==> config.mk <==
export PLATFORM = sky130hd
export DESIGN_NAME = alu_seq
export DESIGN_NICKNAME = d
export VERILOG_FILES = /design/src/rtl/alu_pkg.sv /design/src/rtl/alu_comb.sv /design/src/rtl/alu_seq.sv
export SDC_FILE = /design/constraint.sdc
export NUM_CORES = 1
export LEC_CHECK = 0
export ABC_AREA = 1
export ABC_CLOCK_PERIOD_IN_PS = 5200
export CAP_MARGIN = 10
export CORE_MARGIN = 10
export CORE_UTILIZATION = 49
export CTS_CLUSTER_DIAMETER = 200
export DETAILED_ROUTE_END_ITERATION = 8
export PLACE_DENSITY_LB_ADDON = 0.1
export SLEW_MARGIN = 25
export SYNTH_ARGS = -nofsm -noshare
export SYNTH_HDL_FRONTEND = slang
export SYNTH_SLANG_ARGS = --single-unit
==> constraint.sdc <==
create_clock -name clk_i -period 5.2 [get_ports clk_i]
set_input_delay 1.3 -clock clk_i [delete_from_list [all_inputs] [get_ports clk_i]]
set_output_delay 1.3 -clock clk_i [all_outputs]
set_load 0.1 [all_outputs]
==> src/rtl/alu_pkg.sv <==
// Shared op codes, compare modes and FSM states for the sequential ALU.
package alu_pkg;

  typedef enum logic [2:0] {
    OP_AND  = 3'd0,
    OP_OR   = 3'd1,
    OP_ADD  = 3'd2,
    OP_SUB  = 3'd3,
    OP_NOR  = 3'd4,
    OP_NAND = 3'd5,
    OP_CMP  = 3'd6,
    OP_MUL  = 3'd7
  } op_e;

  localparam logic [2:0] CMP_LT = 3'b000;
  localparam logic [2:0] CMP_GT = 3'b001;
  localparam logic [2:0] CMP_LE = 3'b010;
  localparam logic [2:0] CMP_GE = 3'b011;
  localparam logic [2:0] CMP_EQ = 3'b100;
  localparam logic [2:0] CMP_NE = 3'b101;

  typedef enum logic [1:0] {
    ST_IDLE = 2'd0,
    ST_MUL  = 2'd1,
    ST_DONE = 2'd2
  } state_e;

endpackage

==> src/rtl/alu_comb.sv <==
// Combinational datapath for the single-cycle ops (logic, add/sub, compare).
module alu_comb
  import alu_pkg::*;
#(
  parameter int unsigned WIDTH      = 32,
  parameter bit          SIGNED_CMP = 1'b1
) (
  input  logic [2:0]       op,
  input  logic [2:0]       comp,
  input  logic [WIDTH-1:0] a,
  input  logic [WIDTH-1:0] b,
  output logic [WIDTH-1:0] result_c,
  output logic             cout_c,
  output logic             overflow_c
);

  localparam int unsigned SW = WIDTH + 1;

  logic             sub;
  logic [WIDTH-1:0] b_eff;
  logic [SW-1:0]    sum_ext;
  logic             carry_msb;
  logic             ovf;
  logic             lt;
  logic             eq;
  logic             cmp_bit;

  // One adder serves ADD, SUB and CMP; everything except ADD subtracts.
  assign sub       = (op != OP_ADD);
  assign b_eff     = sub ? ~b : b;
  assign sum_ext   = {1'b0, a} + {1'b0, b_eff} + SW'(sub);
  assign carry_msb = a[WIDTH-1] ^ b_eff[WIDTH-1] ^ sum_ext[WIDTH-1];
  assign ovf       = carry_msb ^ sum_ext[WIDTH];
  assign eq        = (a == b);
  // Signed: sign of difference corrected by overflow; unsigned: borrow.
  assign lt        = SIGNED_CMP ? (sum_ext[WIDTH-1] ^ ovf) : ~sum_ext[WIDTH];

  // Compare-mode decode; reserved modes yield 0.
  always_comb begin
    cmp_bit = 1'b0;
    case (comp)
      CMP_LT:  cmp_bit = lt;
      CMP_GT:  cmp_bit = ~lt & ~eq;
      CMP_LE:  cmp_bit = lt | eq;
      CMP_GE:  cmp_bit = ~lt;
      CMP_EQ:  cmp_bit = eq;
      CMP_NE:  cmp_bit = ~eq;
      default: cmp_bit = 1'b0;
    endcase
  end

  // Result and flag select; flags only meaningful for ADD/SUB.
  always_comb begin
    result_c   = '0;
    cout_c     = 1'b0;
    overflow_c = 1'b0;
    case (op)
      OP_AND:  result_c = a & b;
      OP_OR:   result_c = a | b;
      OP_NOR:  result_c = ~(a | b);
      OP_NAND: result_c = ~(a & b);
      OP_ADD, OP_SUB: begin
        result_c   = sum_ext[WIDTH-1:0];
        cout_c     = sum_ext[WIDTH];
        overflow_c = ovf;
      end
      OP_CMP:  result_c = {{(WIDTH-1){1'b0}}, cmp_bit};
      default: result_c = '0;
    endcase
  end

endmodule

==> src/rtl/alu_seq.sv <==
// Registered multi-mode ALU with valid/ready handshake and iterative multiply.
module alu_seq
  import alu_pkg::*;
#(
  parameter int unsigned WIDTH      = 32,
  parameter bit          SIGNED_CMP = 1'b1
) (
  input  logic             clk_i,
  input  logic             rst_i,
  input  logic             valid_i,
  output logic             ready_o,
  input  logic [2:0]       op_i,
  input  logic [2:0]       comp_i,
  input  logic [WIDTH-1:0] src1_i,
  input  logic [WIDTH-1:0] src2_i,
  output logic             valid_o,
  input  logic             ready_i,
  output logic [WIDTH-1:0] result_o,
  output logic             zero_o,
  output logic             cout_o,
  output logic             overflow_o
);

  localparam int unsigned CW = $clog2(WIDTH + 1);

  state_e           state, state_d;
  logic             ready_d, valid_d, zero_d, cout_d, ovf_d;
  logic [WIDTH-1:0] result_d;
  logic [WIDTH-1:0] mcand, mcand_d, mplier, mplier_d, acc, acc_d, acc_step;
  logic [CW-1:0]    count, count_d;
  logic [WIDTH-1:0] alu_result_c;
  logic             alu_cout_c, alu_ovf_c;

  alu_comb #(
    .WIDTH      (WIDTH),
    .SIGNED_CMP (SIGNED_CMP)
  ) u_comb (
    .op         (op_i),
    .comp       (comp_i),
    .a          (src1_i),
    .b          (src2_i),
    .result_c   (alu_result_c),
    .cout_c     (alu_cout_c),
    .overflow_c (alu_ovf_c)
  );

  // Only the low half of the product is kept, so a WIDTH-bit accumulator suffices.
  assign acc_step = acc + (mplier[0] ? mcand : '0);

  // State and output registers.
  always_ff @(posedge clk_i) begin
    if (rst_i) begin
      state      <= ST_IDLE;
      ready_o    <= 1'b1;
      valid_o    <= 1'b0;
      result_o   <= '0;
      zero_o     <= 1'b0;
      cout_o     <= 1'b0;
      overflow_o <= 1'b0;
      mcand      <= '0;
      mplier     <= '0;
      acc        <= '0;
      count      <= '0;
    end else begin
      state      <= state_d;
      ready_o    <= ready_d;
      valid_o    <= valid_d;
      result_o   <= result_d;
      zero_o     <= zero_d;
      cout_o     <= cout_d;
      overflow_o <= ovf_d;
      mcand      <= mcand_d;
      mplier     <= mplier_d;
      acc        <= acc_d;
      count      <= count_d;
    end
  end

  // Next-state, multiply iteration and result capture.
  always_comb begin
    state_d  = state;
    ready_d  = ready_o;
    valid_d  = valid_o;
    result_d = result_o;
    zero_d   = zero_o;
    cout_d   = cout_o;
    ovf_d    = overflow_o;
    mcand_d  = mcand;
    mplier_d = mplier;
    acc_d    = acc;
    count_d  = count;
    case (state)
      ST_IDLE: begin
        if (valid_i) begin
          ready_d = 1'b0;
          if (op_i == OP_MUL) begin
            mcand_d  = src1_i;
            mplier_d = src2_i;
            acc_d    = '0;
            count_d  = CW'(WIDTH);
            state_d  = ST_MUL;
          end else begin
            result_d = alu_result_c;
            zero_d   = (alu_result_c == '0);
            cout_d   = alu_cout_c;
            ovf_d    = alu_ovf_c;
            valid_d  = 1'b1;
            state_d  = ST_DONE;
          end
        end
      end
      ST_MUL: begin
        acc_d    = acc_step;
        mcand_d  = mcand << 1;
        mplier_d = mplier >> 1;
        count_d  = count - CW'(1);
        if (count == CW'(1)) begin
          result_d = acc_step;
          zero_d   = (acc_step == '0);
          cout_d   = 1'b0;
          ovf_d    = 1'b0;
          valid_d  = 1'b1;
          state_d  = ST_DONE;
        end
      end
      ST_DONE: begin
        if (ready_i) begin
          valid_d = 1'b0;
          ready_d = 1'b1;
          state_d = ST_IDLE;
        end
      end
      default: begin
        state_d = ST_IDLE;
        ready_d = 1'b1;
        valid_d = 1'b0;
      end
    endcase
  end

endmodule

After elaboration in Yosys (flattened, before gate mapping)
Cells that the tools add are included.
{ "word_totals": {"reg_bits": 141, "output_inout_bits": 37} }
{ "classes": {"addsub": 4, "n_eq_ne": 22, "n_mux": 46, "n_bitwise": 14, "reduce_logical": 12} }
{ "op_table": {"columns": ["cell", "count"], "rows": [
  ["2-to-1 mux 32 bit", 11],
  ["case mux 32 bit (2 select lines)", 4],
  ["case mux 32 bit (6 select lines)", 1],
  ["NOT 32 bit", 3],
  ["zero test 32 bit", 2],
  ["adder 32 x 32 -> 33 bit", 1],
  ["adder 33 x 1 -> 33 bit", 1],
  ["adder 32 bit", 1],
  ["AND 32 bit", 1],
  ["equality test 32 bit", 1],
  ["OR 32 bit", 1],
  ["equality test 3 bit, second input constant", 6],
  ["2-to-1 mux 1 bit", 16],
  ["equality test 3 x 2 -> 1 bit, second input constant", 4],
  ["2-to-1 mux 6 bit", 2],
  ["case mux 6 bit (2 select lines)", 1],
  ["!= test 2 bit, second input constant", 5],
  ["AND reduction 3 bit", 3],
  ["2-to-1 mux 2 bit", 4],
  ["AND reduction 4 bit", 2],
  ["equality test 3 x 1 -> 1 bit, second input constant", 2],
  ["equality test 6 x 1 -> 1 bit, second input constant", 1],
  ["zero test 3 bit", 2],
  ["case mux 1 bit (2 select lines)", 3],
  ["other kinds (14)", 20]
]} }

Logic depth before layout (Yosys ltp)
{ "depth": {"word_depth": 15, "depth_mapped": 33, "ltp_nobuf": 30} }

Modules after synthesis
A second synthesis with hierarchy kept.
{ "unflattened": {"cells_unflattened": 2073, "area_unflattened_um2": 12821.0} }
{ "modules_own_cells": {"columns": ["mod", "instances", "cells_each", "area_each_um2"], "rows": [
  ["alu_seq", 1, 1336, 8453.1],
  ["alu_comb", 1, 737, 4367.9]
]} }

Worst setup path before layout
Ideal clock, no wire load.
{ "synth_timing": {"path_type": "input to register", "start": "input op_i[1]", "end": "register zero_o", "arrival_ns": 4.385, "setup_slack_ns": 0.707, "path_stages": 31, "path_cell_list": "inv_2 > nor2_2 > buf_2 > buf_1 > nand2_1 > buf_1 > xor2_1 > inv_1 > fa_1 > nand3_1 > nand2_2 > nand2_1 > nand2_1 > nand2_1 > nand2_1 > nand2_1 > nand2_1 > inv_1 > nand3_1 > nand2_1 > nand2_1 > nand2_2 > nand2_1 > nand2_1 > nand2_1 > nand2_1 > nand2_1 > nand3_1 > nand3_1 > nand2_1 > inv_1"} }
{ "synth_between": {"elab_chain_cells": 15, "word_cells_on_any_way": 28, "cone_classes": "add/sub: 2; eq/ne: 9; mux: 6; bitwise: 7; reduce/logical: 4"} }
{ "synth_lines": {"columns": ["item", "line_no", "source"], "rows": [
  ["from (decl)", "alu_seq.sv:12", "input logic [2:0] op_i,"],
  ["!= test 3 x 2 -> 1 bit", "alu_comb.sv:29", "assign sub = (op != OP_ADD);"],
  ["2-to-1 mux 32 bit", "alu_comb.sv:30", "assign b_eff = sub ? ~b : b;"],
  ["adder 32 x 32 -> 33 bit", "alu_comb.sv:31", "assign sum_ext = {1'b0, a} + {1'b0, b_eff} + SW'(sub);"],
  ["adder 33 x 1 -> 33 bit", "alu_comb.sv:31", null],
  ["XOR 1 bit", "alu_comb.sv:32", "assign carry_msb = a[WIDTH-1] ^ b_eff[WIDTH-1] ^ sum_ext[WIDTH-1];"],
  ["XOR 1 bit", "alu_comb.sv:33", "assign ovf = carry_msb ^ sum_ext[WIDTH];"],
  ["XOR 1 bit", "alu_comb.sv:36", "assign lt = SIGNED_CMP ? (sum_ext[WIDTH-1] ^ ovf) : ~sum_ext[WIDTH];"],
  ["NOT 1 bit", "alu_comb.sv:43, alu_comb.sv:45", null],
  ["AND 1 bit", "alu_comb.sv:43", "CMP_GT: cmp_bit = ~lt & ~eq;"],
  ["case mux 1 bit (6 select lines)", "alu_comb.sv:41", "case (comp)"],
  ["case mux 32 bit (6 select lines)", "alu_comb.sv:57", "case (op)"],
  ["zero test 32 bit", "alu_seq.sv:104", "zero_d = (alu_result_c == '0);"],
  ["2-to-1 mux 1 bit", "alu_seq.sv:96", "if (op_i == OP_MUL) begin"],
  ["2-to-1 mux 1 bit", "alu_seq.sv:94", "if (valid_i) begin"],
  ["case mux 1 bit (2 select lines)", "alu_seq.sv:92", "case (state)"],
  ["to (signal assigned)", "alu_seq.sv:69", "zero_o <= zero_d;"],
  ["to (decl)", "alu_seq.sv:19", "output logic zero_o,"]
]} }
Parallel ways exist; a longest one is shown, timed or not. The select of a mux whose other input is x is not followed.
A chain may end at the register's enable or synchronous reset.

Worst setup path after layout
{ "layout_timing": {"start": "input op_i[2]", "end": "register zero_o"} }
The elaborated chain is that of the path after synthesis.

==> results.md <==
- Result of the run: complete, no violations
- Tightest Pin Transition: 1.03 ns
- CTS H-tree depth: 4
- Cell seen most often among critical-path stages: sky130_fd_sc_hd__nand2_1
- Core Region: 25000 um^2
- Post-synthesis instance total: 1978
- Max-slew violation count: 0
- Worst skew pair latency: 0.44 ns
- First-pass GRT wire length: 69600 um
- Number of I/O port buffers: 110
- Count of hold-fix buffers inserted at cts: 0
- Endpoint, Worst Hold: valid_o
- Number of max-cap violations: 0
- Path depth of the worst reg2reg path: 22
- Slowest cell on crit path: sky130_fd_sc_hd__clkdlybuf4s50_1
- Count of flip-flops with a built-in enable after synthesis: 0
- Ports: 111
- Total die area: 32100 um^2
- Detailed Route Iter0 Violations: 1548
- Vias per Instance: 5.62
- Number of setup violations in the final report: 0
- Number of antenna-violating nets in the routed design: 0
- Postcts setup bufs: 0
- Post-synthesis net count: 2182
- Count of state elements after synthesis: 141
- Syn Area/Cell: 6.28 um^2
- Number of rows in the core area: 58
- Type of element capturing the critical path: flop
- Die extent in x: 179 um
- Global routing usage summed across all routing layers: 27.6%
- Count of antenna diodes in the layout: 0
- Clock tree root driver cell: sky130_fd_sc_hd__clkbuf_16
- Required time of the worst setup path: 5.58 ns
- Vias after detailed routing: 13500
- Biggest cell delay along the critical path: 0.57 ns
- Arrival time at the worst endpoint: 4.99 ns
- VDD IR-drop max: 0.183 mV
- Upper clock frequency limit: 217 MHz
- Number of instances on the worst hold path: 2
- Final worst-path cycle share: 88.6%
- Total Neg Setup Slack: 0 ns
- Worst-case register-to-register setup slack: 1.68 ns
- FFs w/ async S/R, synth: 0%
- Total clock buffers created by CTS: 17
- RSZ-0062 raised after global routing: false
- Overall Power: 4.01 mW
- Remaining design rule violation count: 0
- Vias in the first global route: 12500
- Total leakage power: 7.06 nW
- Post-cts gate resize count: 0
- Y dimension of the die: 179 um
- Fraction of final layout cells with drive strength greater than 1: 4.88%
- Placed wire-length estimate: 34900 um
- WL/cell: 18.8 um
- Number of antenna violations at the first check in global routing: 0
- Clock Skew: 0.0140 ns
- Final-report hold violation count: 0
- Max_slew headroom: 31.0%
- Count of different cell masters after synthesis: 46
- Worst hold start: valid_o
- Startpoint of the worst-slack reg-to-reg timing path: mplier[0]
- Synthesis warning total: 0
- Sort of element at the start of the critical path: input port
- Endpoint of the worst register-to-register path: zero_o
- Area added between synthesis and finish: 16.4%
- Starting Density: 49.6%
- Maximum number of pins on one net before global-route repair: 127
- Netlist Area Pre-Place: 12400 um^2
- Final net count: 2261
- Total wire length after detailed routing: 45200 um
- Proportion of synthesized chip area in sequential cells: 22.7%
- Overflow left after global routing: 0
- Post-route minimum period: 4.61 ns
- Maximum buffer depth of the clock tree: 2
- Number of clock sinks: 141
- Iteration count of the initial detailed-routing pass: 6
- Max FO, Critical Path: 31
- Placer congestion estimate: 1.04
- TritonCTS clock tree: done
- Path class of the lowest-slack min-delay path: flop to flop
- Cell Pwr Density: 277 nW/um^2
- Flip-flop cell with the highest count after synthesis: sky130_fd_sc_hd__dfxtp_1
- Worst Setup Path Type: input port to flop
- Clock transition time at the flip-flop clock pins of the worst setup and hold paths: 0.07 ns
cell usage after synthesis, drive strengths merged (13+ instances only):
| master | count | area share, % |
|---|---|---|
| nor3 | 18 | 0.77 |
| a221oi | 20 | 1.4 |
| inv | 292 | 8.8 |
| o22ai | 19 | 0.96 |
| ha | 128 | 13 |
| buf | 16 | 0.72 |
| a31oi | 80 | 4.0 |
| clkbuf | 62 | 1.9 |
| or2 | 19 | 0.96 |
| nand2 | 543 | 17 |
| a21oi | 138 | 5.6 |
| nand3 | 90 | 3.7 |
| o21ai | 144 | 5.8 |
| nor2 | 115 | 3.5 |
| xor2 | 44 | 3.1 |
| dfxtp | 141 | 23 |
| nand4 | 24 | 1.2 |
| xnor2 | 13 | 0.92 |
| o211ai | 15 | 0.91 |
cell usage in the layout, fill, tap and decap left out, types with 44 or more instances in the layout:
master                            instances
sky130_fd_sc_hd__nand2_1                534
sky130_fd_sc_hd__inv_1                  284
sky130_fd_sc_hd__dfxtp_1                141
sky130_fd_sc_hd__a21oi_1                137
sky130_fd_sc_hd__o21ai_0                137
sky130_fd_sc_hd__ha_1                   128
sky130_fd_sc_hd__nor2_1                 112
sky130_fd_sc_hd__clkdlybuf4s50_1        110
sky130_fd_sc_hd__nand3_1                 88
sky130_fd_sc_hd__a31oi_1                 80
sky130_fd_sc_hd__xor2_1                  44
kinds of logic after synthesis:
| logic type | share of synthesized area [%] |
|---|---|
| AND/OR/NAND/NOR | 28.1 |
| buffers and inverters | 11.4 |
| flip-flops | 22.7 |
| XOR/XNOR | 4.02 |
| AO/OA/AOI/OAI | 20.4 |
| adder cells (fa/ha/maj) | 13.2 |
where the power goes:
group	internal, mW	switching, mW
clock network	0.685	0.591
logic	0.431	1.07
registers	1.17	0.0604
per-stage QoR:
stage / setup slack [ns] / util (%) / hold WS, ns / std cells / cell area (um^2)
3_3_place_gp: 0.0486 / 55.4 / 0.454 / 2368 / 13900
4_1_cts: 0.643 / 57.7 / 0.473 / 2400 / 14500
3_5_place_dp: 0.206 / 55.4 / 0.461 / 2368 / 13900
5_1_grt: 0.166 / 57.7 / 0.493 / 2400 / 14500
2_1_floorplan: 0.707 / - / 0.445 / 1978 / 12400
6_report: 0.593 / 57.7 / 0.469 / 2400 / 14500
worst max path at each step:
stage	startpoint	to	slack, ns	cells after the start
finish	op_i[2]	zero_o	0.59	28
CTS	op_i[2]	zero_o	0.64	28
floorplan	op_i[1]	zero_o	0.71	31
detailed placement	op_i[2]	zero_o	0.21	28
global placement	op_i[2]	zero_o	0.05	25
global route	op_i[2]	zero_o	0.17	25
layout make-up:
class                   instances  area, um^2
inverters                     293        1100
flip-flops and latches        141        2820
fillers                      2501       10600
well taps                     330         413
repair buffers                138        1340
multi-input cells            1466        8190
clock buffers                  17         425
clock inverters                15         165
metal layers:
layer  track usage [%]  vias up  part of all wire, %
met5                 0        -                    0
met4              7.41        0                  2.3
met3              2.74       68                  6.7
met2              43.9      481                   44
met1              38.8     6254                   47
li1                  -     6689                    -
critical path: cells and delay by family:
kind | cells | cell delay (ns)
simple gates | 20 | 2.13
fa+ha+maj | 1 | 0.29
xor+xnor | 1 | 0.17
buf+inv | 6 | 1.09
flip-flops by register name, indices dropped and copies added, names as in the netlist, 2 cells and up:
signal / count
mcand: 32
mplier: 32
result_o: 32
count: 6
state: 2
acc: 32
No activity file was read; power rests on OpenSTA's default activity.
